`config.mk`:
```
export PLATFORM = sky130hd
export DESIGN_NAME = uart_rx_sniffer
export DESIGN_NICKNAME = d
export VERILOG_FILES = /design/src/rtl/uart_rx_sniffer_pkg.sv /design/src/rtl/uart_rx_fifo.sv /design/src/rtl/uart_rx_sniffer.sv
export SDC_FILE = /design/constraint.sdc
export NUM_CORES = 1
export LEC_CHECK = 0
export CORE_ASPECT_RATIO = 1.25
export CORE_MARGIN = 3
export CORE_UTILIZATION = 45
export CTS_CLUSTER_DIAMETER = 100
export DETAILED_ROUTE_END_ITERATION = 8
export PLACE_DENSITY = 0.61
export SKIP_LAST_GASP = 1
export SYNTH_ARGS = -nofsm -noshare
export SYNTH_HDL_FRONTEND = slang
export SYNTH_SLANG_ARGS = --single-unit
```
`constraint.sdc`:
```
create_clock -name wb_clk_i -period 8.1 [get_ports wb_clk_i]
set_input_delay 1.62 -clock wb_clk_i [delete_from_list [all_inputs] [get_ports wb_clk_i]]
set_output_delay 1.62 -clock wb_clk_i [all_outputs]
set_load 0.01 [all_outputs]
```
`src/rtl/uart_rx_sniffer_pkg.sv`:
```
// Shared types and constants for the UART receive sniffer.
// Holds the receiver FSM encoding, the oversampling constants and the sticky-flag update helper.
package uart_rx_sniffer_pkg;

  typedef enum logic [2:0] {
    ST_IDLE      = 3'd0,
    ST_START     = 3'd1,
    ST_DATA      = 3'd2,
    ST_STOP      = 3'd3,
    ST_WAIT_IDLE = 3'd4
  } rx_state_e;

  localparam int unsigned OVERSAMPLE = 16;
  localparam logic [3:0]  MID_PHASE  = 4'(OVERSAMPLE / 2 - 1);

  // Sticky flag update: a new error event takes priority over a clear.
  function automatic logic sticky_next(input logic flag, input logic set, input logic clr);
    return set | (flag & ~clr);
  endfunction

endpackage

```
`src/rtl/uart_rx_fifo.sv`:
```
// Synchronous first-word-fall-through byte FIFO.
// A push into a full FIFO is accepted only when a pop happens in the same cycle.
module uart_rx_fifo #(
  parameter int AW = 4
) (
  input  logic        clk,
  input  logic        rst,
  input  logic        push,
  input  logic [7:0]  din,
  output logic        full,
  input  logic        pop,
  output logic [7:0]  dout,
  output logic        empty,
  output logic [AW:0] level
);

  localparam int          DEPTH   = 1 << AW;
  localparam logic [AW:0] DEPTH_L = {1'b1, {AW{1'b0}}};

  logic [7:0]    mem_r [DEPTH];
  logic [AW-1:0] wr_ptr_r;
  logic [AW-1:0] rd_ptr_r;
  logic [AW:0]   count_r;
  logic          do_push_s;
  logic          do_pop_s;

  // Accept/qualify push and pop against the current occupancy.
  always_comb begin
    do_pop_s  = pop & (count_r != '0);
    do_push_s = push & ((count_r != DEPTH_L) | do_pop_s);
  end

  // Storage, pointers and occupancy.
  always_ff @(posedge clk or posedge rst) begin
    if (rst) begin
      for (int i = 0; i < DEPTH; i++) begin
        mem_r[i] <= 8'h00;
      end
      wr_ptr_r <= '0;
      rd_ptr_r <= '0;
      count_r  <= '0;
    end else begin
      if (do_push_s) begin
        mem_r[wr_ptr_r] <= din;
        wr_ptr_r        <= wr_ptr_r + AW'(1);
      end
      if (do_pop_s) begin
        rd_ptr_r <= rd_ptr_r + AW'(1);
      end
      case ({do_push_s, do_pop_s})
        2'b10:   count_r <= count_r + (AW+1)'(1);
        2'b01:   count_r <= count_r - (AW+1)'(1);
        default: count_r <= count_r;
      endcase
    end
  end

  assign full  = (count_r == DEPTH_L);
  assign empty = (count_r == '0);
  assign level = count_r;
  assign dout  = mem_r[rd_ptr_r];

endmodule

```
`src/rtl/uart_rx_sniffer.sv`:
```
// 8N1 receive decoder with 16x oversampling feeding a FWFT byte FIFO.
// Reports sticky framing-error and overflow flags.
module uart_rx_sniffer
  import uart_rx_sniffer_pkg::*;
#(
  parameter int FIFO_AW = 4,
  parameter int DIV_W   = 16
) (
  input  logic             wb_clk_i,
  input  logic             wb_rst_i,
  input  logic             rx_i,
  input  logic [DIV_W-1:0] divisor_i,
  output logic [7:0]       data_o,
  output logic             valid_o,
  input  logic             ready_i,
  output logic [FIFO_AW:0] level_o,
  output logic             frame_err_o,
  output logic             overflow_o,
  input  logic             clr_err_i
);

  logic             rx_meta_r;
  logic             rx_s_r;
  logic [DIV_W-1:0] div_eff_s;
  logic [DIV_W-1:0] tick_cnt_r;
  logic             tick_r;
  rx_state_e        state_r;
  logic [3:0]       ph_r;
  logic [2:0]       bit_idx_r;
  logic [7:0]       shift_r;
  logic             frame_err_r;
  logic             overflow_r;
  logic             mid_s;
  logic             push_s;
  logic             frame_set_s;
  logic             pop_s;
  logic             ovf_set_s;
  logic             full_s;
  logic             empty_s;

  // Two-flop synchronizer; idles high so reset never looks like a start bit.
  always_ff @(posedge wb_clk_i or posedge wb_rst_i) begin
    if (wb_rst_i) begin
      rx_meta_r <= 1'b1;
      rx_s_r    <= 1'b1;
    end else begin
      rx_meta_r <= rx_i;
      rx_s_r    <= rx_meta_r;
    end
  end

  // Effective divisor: zero behaves as one.
  always_comb begin
    div_eff_s = divisor_i;
    if (divisor_i == '0) begin
      div_eff_s = DIV_W'(1);
    end else begin
      div_eff_s = divisor_i;
    end
  end

  // Free-running oversample tick generator.
  always_ff @(posedge wb_clk_i or posedge wb_rst_i) begin
    if (wb_rst_i) begin
      tick_cnt_r <= '0;
      tick_r     <= 1'b0;
    end else if (tick_cnt_r >= div_eff_s - DIV_W'(1)) begin
      tick_cnt_r <= '0;
      tick_r     <= 1'b1;
    end else begin
      tick_cnt_r <= tick_cnt_r + DIV_W'(1);
      tick_r     <= 1'b0;
    end
  end

  // Stop-bit outcome and FIFO handshake qualifiers.
  always_comb begin
    mid_s       = tick_r & (ph_r == MID_PHASE);
    push_s      = mid_s & (state_r == ST_STOP) & rx_s_r;
    frame_set_s = mid_s & (state_r == ST_STOP) & ~rx_s_r;
    pop_s       = ready_i & ~empty_s;
    ovf_set_s   = push_s & full_s & ~pop_s;
  end

  // Receiver FSM, bit-phase counter, shift register and sticky flags.
  always_ff @(posedge wb_clk_i or posedge wb_rst_i) begin
    if (wb_rst_i) begin
      state_r     <= ST_IDLE;
      ph_r        <= 4'd0;
      bit_idx_r   <= 3'd0;
      shift_r     <= 8'h00;
      frame_err_r <= 1'b0;
      overflow_r  <= 1'b0;
    end else begin
      frame_err_r <= sticky_next(frame_err_r, frame_set_s, clr_err_i);
      overflow_r  <= sticky_next(overflow_r, ovf_set_s, clr_err_i);
      if (tick_r) begin
        ph_r <= ph_r + 4'd1;
        case (state_r)
          ST_IDLE: begin
            if (!rx_s_r) begin
              ph_r    <= 4'd0;
              state_r <= ST_START;
            end
          end
          // Phase keeps running here so the next mid-point lands one full bit later.
          ST_START: begin
            if (ph_r == MID_PHASE) begin
              bit_idx_r <= 3'd0;
              state_r   <= rx_s_r ? ST_IDLE : ST_DATA;
            end
          end
          ST_DATA: begin
            if (ph_r == MID_PHASE) begin
              shift_r   <= {rx_s_r, shift_r[7:1]};
              bit_idx_r <= bit_idx_r + 3'd1;
              if (bit_idx_r == 3'd7) begin
                state_r <= ST_STOP;
              end
            end
          end
          ST_STOP: begin
            if (ph_r == MID_PHASE) begin
              state_r <= rx_s_r ? ST_IDLE : ST_WAIT_IDLE;
            end
          end
          ST_WAIT_IDLE: begin
            if (rx_s_r) begin
              state_r <= ST_IDLE;
            end
          end
          default: state_r <= ST_IDLE;
        endcase
      end
    end
  end

  uart_rx_fifo #(
    .AW (FIFO_AW)
  ) u_fifo (
    .clk   (wb_clk_i),
    .rst   (wb_rst_i),
    .push  (push_s),
    .din   (shift_r),
    .full  (full_s),
    .pop   (pop_s),
    .dout  (data_o),
    .empty (empty_s),
    .level (level_o)
  );

  assign valid_o     = ~empty_s;
  assign frame_err_o = frame_err_r;
  assign overflow_o  = overflow_r;

endmodule

```
==> results of run 1 <==
per-stage QoR:
stage               hold slack, ns  setup slack [ns]  util (%)  instances  power (uW)
floorplan                    0.345              1.60         -        654        1380
global placement             0.346              2.24      49.1        926        1520
detailed placement           0.349              2.00      49.1        926        1530
CTS                          0.359              2.44      52.2        958        2380
global route                 0.365              2.05      52.2        958        2470
finish                       0.358              2.50      52.2        958        2350
routing by layer:
layer | wire length (um) | part of all wire, %
met5 | 0 | 0
met4 | 435 | 2.2
met3 | 476 | 2.4
met2 | 10000 | 52
met1 | 8520 | 44
how the worst max path moves through the flow:
stage	to	slack, ns	depth (start not counted)
2_1_floorplan	bit_idx_r[0]	1.60	1
3_3_place_gp	tick_cnt_r[5]	2.24	15
3_5_place_dp	tick_cnt_r[3]	2.00	15
4_1_cts	tick_cnt_r[3]	2.44	15
5_1_grt	tick_cnt_r[3]	2.05	15
6_report	tick_cnt_r[3]	2.50	15
sequential cells by signal, indices dropped and copies added (netlist names), 3 cells and up:
signal,cells
u_fifo.rd_ptr_r,4
u_fifo.level,5
shift_r,8
ph_r,4
u_fifo.mem_r,128
bit_idx_r,3
state_r,3
u_fifo.wr_ptr_r,4
tick_cnt_r,16
where the power goes:
part | switching (uW) | internal (uW)
clock | 356 | 486
combinational | 232 | 216
sequential | 101 | 956
cell usage in the layout (no fill, tap or decap), drive strengths merged, types with 5 or more instances in the layout:
| cell | count |
|---|---|
| a21oi | 12 |
| and3 | 8 |
| and4 | 5 |
| clkbuf | 20 |
| clkdlybuf4s50 | 36 |
| dfrtp | 178 |
| ha | 30 |
| inv | 21 |
| mux2 | 138 |
| mux4 | 40 |
| nand2 | 31 |
| nand2b | 5 |
| nand3 | 12 |
| nand4 | 8 |
| nor2 | 28 |
| nor3 | 12 |
| nor4 | 5 |
| o21ai | 14 |
| xnor2 | 17 |
| xor2 | 15 |
cell type report:
class	count	area [um2]
tap	265	332
inverter	17	68.8
clock inverter	12	144
fill	1658	9370
multi-input combinational	425	4340
clock buffer	20	467
sequential	180	4510
timing repair buffer	39	383
cell families (layout without fill, tap and decap cells):
kind of cell	after synthesis	after routing	synth area share [%]
XOR/XNOR	32	32	3.09
buffers and inverters	49	88	2.54
flip-flops	180	180	49.6
multiplexers	181	181	28.7
adder cells (fa/ha/maj)	31	31	4.36
AND/OR/NAND/NOR	136	136	8.61
AO/OA/AOI/OAI	45	45	3.06
==> flow_summary.toml, run 1 <==
[critical_path]
reg2regPathDepth = 12
endpoint_kind = "flip-flop"
arrival_ns = 5.86
critPathMaxStageDelay_ns = 0.99
path_class = "input pin to flip-flop"
required_ns = 8.36
worstReg2RegEnd = "u_fifo.level[4]"
crit_fanout = 17
crit_path_cell_trace = "clkdlybuf4s50_1 > or4_1 > or2_2 > nor2b_1 > a31oi_1 > ha_1 > nand2_1 > nor3_1 > xnor2_1 > ha_1 > nand4_1 > nor2_1 > o2111ai_1 > o211ai_1 > nor2_1"
critPathLaunch = "divisor_i[11]"
slowest_stage = "o211ai_1"
timing.rr.start = "u_fifo.level[0]"
regToRegSetupSlack_ns = 4.15
cp_num_buf_inv = 1
setup.worst_path.start_class = "input pin"
cp_top_family = "simple AND/OR/NAND/NOR gates"

[place]
placed_area_mm2 = 0.00963
io_buffers = 36
place_congestion = 0.799
dp_hpwl_mm = 12.5

[power]
power_density_mw_per_mm2 = 229
ir_worst_vdd_mv = 0.154
leakage_uw = 0.00477

[grt]
grt_use_met3_pct = 3.44
grt_max_degree = 116
grt_pass1_vias = 5816
grt_pass1_wl_mm = 31.6
grt.overflow.total = 0
gr-usage-met1_pct = 23.8
gr-usage-met2_pct = 32.5
grt.busiest_layer = "met2"
grt_usage_pct = 18.7
antenna_found_initial = 0

[yosys]
async_flop_share_pct = 100
synth_cell_types = 52
synth_fp_nets = 706
synthTopCellsByArea = "dfrtp_1, mux2_2, mux4_2"
yosys.area.top_type_share_pct = 49.1
synth_top_area_cell = "dfrtp_1"
synth_area_mm2 = 0.00908
yosysMostFrequentCell = "dfrtp_1"
synth_warnings = 0
ys_seq_area_share_pct = 49.6
synth_edf_count = 0
yosys_register_bits = 180
synthTopCellsByCount = "dfrtp_1, mux2_2, mux4_2"
synth_ff_type = "dfrtp_1"
synth_area_per_cell_um2 = 13.9
netlist_instances = 654

[timing]
drv_slew = 0
relSlewSlack_pct = 15.9
setup_viol = 0
fin_skew_ns = 0.0147
tightest_slew_ns = 1.26
hold_viol = 0
fin_crit_sh_pct = 69.1
max_clock_freq_mhz = 179
rsz0062_at_grt = "no"
setup_tns_ns = 0
period_needed_ns = 5.60

[hold_path]
worstHoldStart = "rx_meta_r"
hold_path_depth = 0
worstHoldEndpoint = "rx_s_r"
hp-class = "flip-flop to flip-flop"

[cts]
cts_buffers = 17
cts_root_buffer = "clkbuf_16"
h-tree-depth = 4
cts_hold_buffers = 0
cts_max_path_buffers = 2
insertion_delay_ns = 0.43
post_cts_resized = 0
clkTransAtPathRegs_ns = 0.07
cts_setup_buffers = 0
cts_tree = "built"
numClockSinks = 180

[floorplan]
die-area_mm2 = 0.0219
die_h_um = 165
core_mm2 = 0.0196
initial_core_util_pct = 46.3
num_io_pins = 37
fp.dieW_um = 133
fp-row-count = 57

[finish]
fin_nets = 732
num_antenna_cells = 0
areaGrowthSynthToFinish_pct = 12.8
drive_gt1_share_pct = 34.3
finalInstanceArea_mm2 = 0.0102

[job]
max_cap_viol_count = 0

[detailed_routing]
firstDrtPassIters = 4
drtIter0Drc = 250
finalWirelength_mm = 19.4
final_antenna_net_count = 0
drc = 0
vias_per_cell = 5.66
wl_per_cell_um = 20.3
vias = 5426

[outcome]
status = "completed"
Note: power is estimated with default switching activity, not from simulation.
==> inputs of run 2 (changes only) <==
- PLACE_DENSITY: 0.61 -> 0.63
- clock period: 8.1 -> 4.85 ns (I/O delays scaled with it)
==> run 2 against run 1 <==
Clock power rose by 74%. Sequential share of layout area fell by 0.38 points. Count of clock-buffer cells in the layout shrank 3. Register-to-register slack got worse by 3.1 ns.
==> flow_summary.toml, run 2 (synthesized netlist as in run 1, its figures left out) <==
[detailed_routing]
firstDrtPassIters = 4
drc = 0
final_antenna_net_count = 0
finalWirelength_mm = 18.6
drtIter0Drc = 291
wl_per_cell_um = 19.3
vias = 5376
vias_per_cell = 5.58

[power]
internal_power_uw = 2850
combPwrFrac_pct = 17.7
power_density_mw_per_mm2 = 386
power_switching_share_pct = 28.6
p_sw_uw = 1140
clkPwrFrac_pct = 36.5
ir_worst_vdd_mv = 0.252
seqPwrFrac_pct = 45.9
leakage_uw = 0.00481
total_power_uw = 3990

[floorplan]
core_mm2 = 0.0196
die-area_mm2 = 0.0219
fp.dieW_um = 133
die_h_um = 165
num_io_pins = 37
initial_core_util_pct = 46.3
fp-row-count = 57

[job]
max_cap_viol_count = 0

[timing]
drv_slew = 0
hold_viol = 0
rsz0062_at_grt = "no"
fin_skew_ns = 0.00702
tightest_slew_ns = 1.06
setup_viol = 0
max_clock_freq_mhz = 231
relSlewSlack_pct = 28.9
period_needed_ns = 4.33
setup_tns_ns = 0
fin_crit_sh_pct = 89.3

[critical_path]
required_ns = 5.20
setup.worst_path.start_class = "input pin"
arrival_ns = 4.68
path_class = "input pin to flip-flop"
endpoint_kind = "flip-flop"
crit_fanout = 17

[finish]
largest-register = "u_fifo.mem_r"
fillers = 1600
reg_top3 = "u_fifo.mem_r (128), tick_cnt_r (16), shift_r (8)"
layout_common_cells = "dfrtp_1, mux2_2, mux4_2"
largest_reg_flops = 128
areaGrowthSynthToFinish_pct = 13.8
num_antenna_cells = 0
final_cell_count_no_fill = 963
fin_nets = 737
drive_gt1_share_pct = 34.8
final_common_cell = "dfrtp_1"
final_util_pct = 52.7

[place]
dp.cells = 931
dp_hpwl_mm = 12.8
io_buffers = 36
place_congestion = 0.797

[cts]
h-tree-depth = 4
cts_max_path_buffers = 2
post_cts_resized = 0
clkTransAtPathRegs_ns = 0.06
cts_setup_buffers = 0
cts_tree = "built"
cts_root_buffer = "clkbuf_16"
insertion_delay_ns = 0.42
cts_buffers = 17
cts_hold_buffers = 0
numClockSinks = 180

[grt]
antenna_found_initial = 0
grt.overflow.total = 0
grt_usage_pct = 18.3
grt_max_degree = 111
grt_pass1_vias = 5864
grt_pass1_wl_mm = 31.5

[hold_path]
hp-class = "flip-flop to flip-flop"

[outcome]
status = "completed"
[run 2: area by class of cell]
| class | instances | area (um2) | share of cell area [%] |
|---|---|---|---|
| sequential | 180 | 4510 | 43.6 |
| multi-input combinational | 425 | 4340 | 42.0 |
| timing repair buffer | 44 | 458 | 4.43 |
| clock buffer | 17 | 425 | 4.12 |
| tap | 265 | 332 | 3.21 |
| clock inverter | 15 | 201 | 1.95 |
| inverter | 17 | 67.6 | 0.654 |
[run 2: final timing paths]
path                            startpoint  depth (start not counted)                 to  slack (ns)
min reg2reg                      rx_meta_r                          0             rx_s_r        0.36
min in group asynchronous         wb_rst_i                          2    u_fifo.mem_r[3]        0.95
max reg2reg                u_fifo.level[0]                         13    u_fifo.level[4]        1.08
min                              rx_meta_r                          0             rx_s_r        0.36
max in group asynchronous         wb_rst_i                          3  u_fifo.mem_r[113]        2.94
max                          divisor_i[11]                         16     tick_cnt_r[14]        0.52
[run 2: critical path, stage by stage]
cell and delay [ns]:
clkdlybuf4s50_1 0.48, or4_1 0.56, or2_2 0.33, nor2b_1 0.16, a31oi_1 0.13, ha_1 0.24
nand2_1 0.16, nor3_1 0.08, xnor2_1 0.18, ha_1 0.26, nand4_1 0.16, nor3_1 0.08
a2111oi_0 0.38, o211ai_1 0.15, buf_4 0.22, a21oi_1 0.13
[run 2: layer usage]
layer  part of all wire (%)  up-vias  track usage, %
met3                    2.6       22            2.83
met2                     53       78            32.5
met5                      0        -               0
met4                    1.4        0            5.29
li1                       -     2470               -
met1                     43     2806            23.2
[run 2: through the flow]
stage          cell area [um2]  hold slack, ns  setup WS [ns]
4_1_cts                  10300           0.360          0.539
5_1_grt                  10300           0.366          0.132
2_1_floorplan             9080           0.345          0.654
3_3_place_gp              9710           0.346          0.158
6_report                 10300           0.359          0.517
3_5_place_dp              9710           0.351          0.107
[run 2: power groups by stage]
stage / sequential [uW] / clock, uW / combinational [uW]
after floorplan: 1700 / 0 / 606
after global placement: 1870 / 0 / 693
after detailed placement: 1870 / 0 / 715
after CTS: 1840 / 1490 / 719
after global routing: 1860 / 1550 / 794
final: 1830 / 1460 / 705
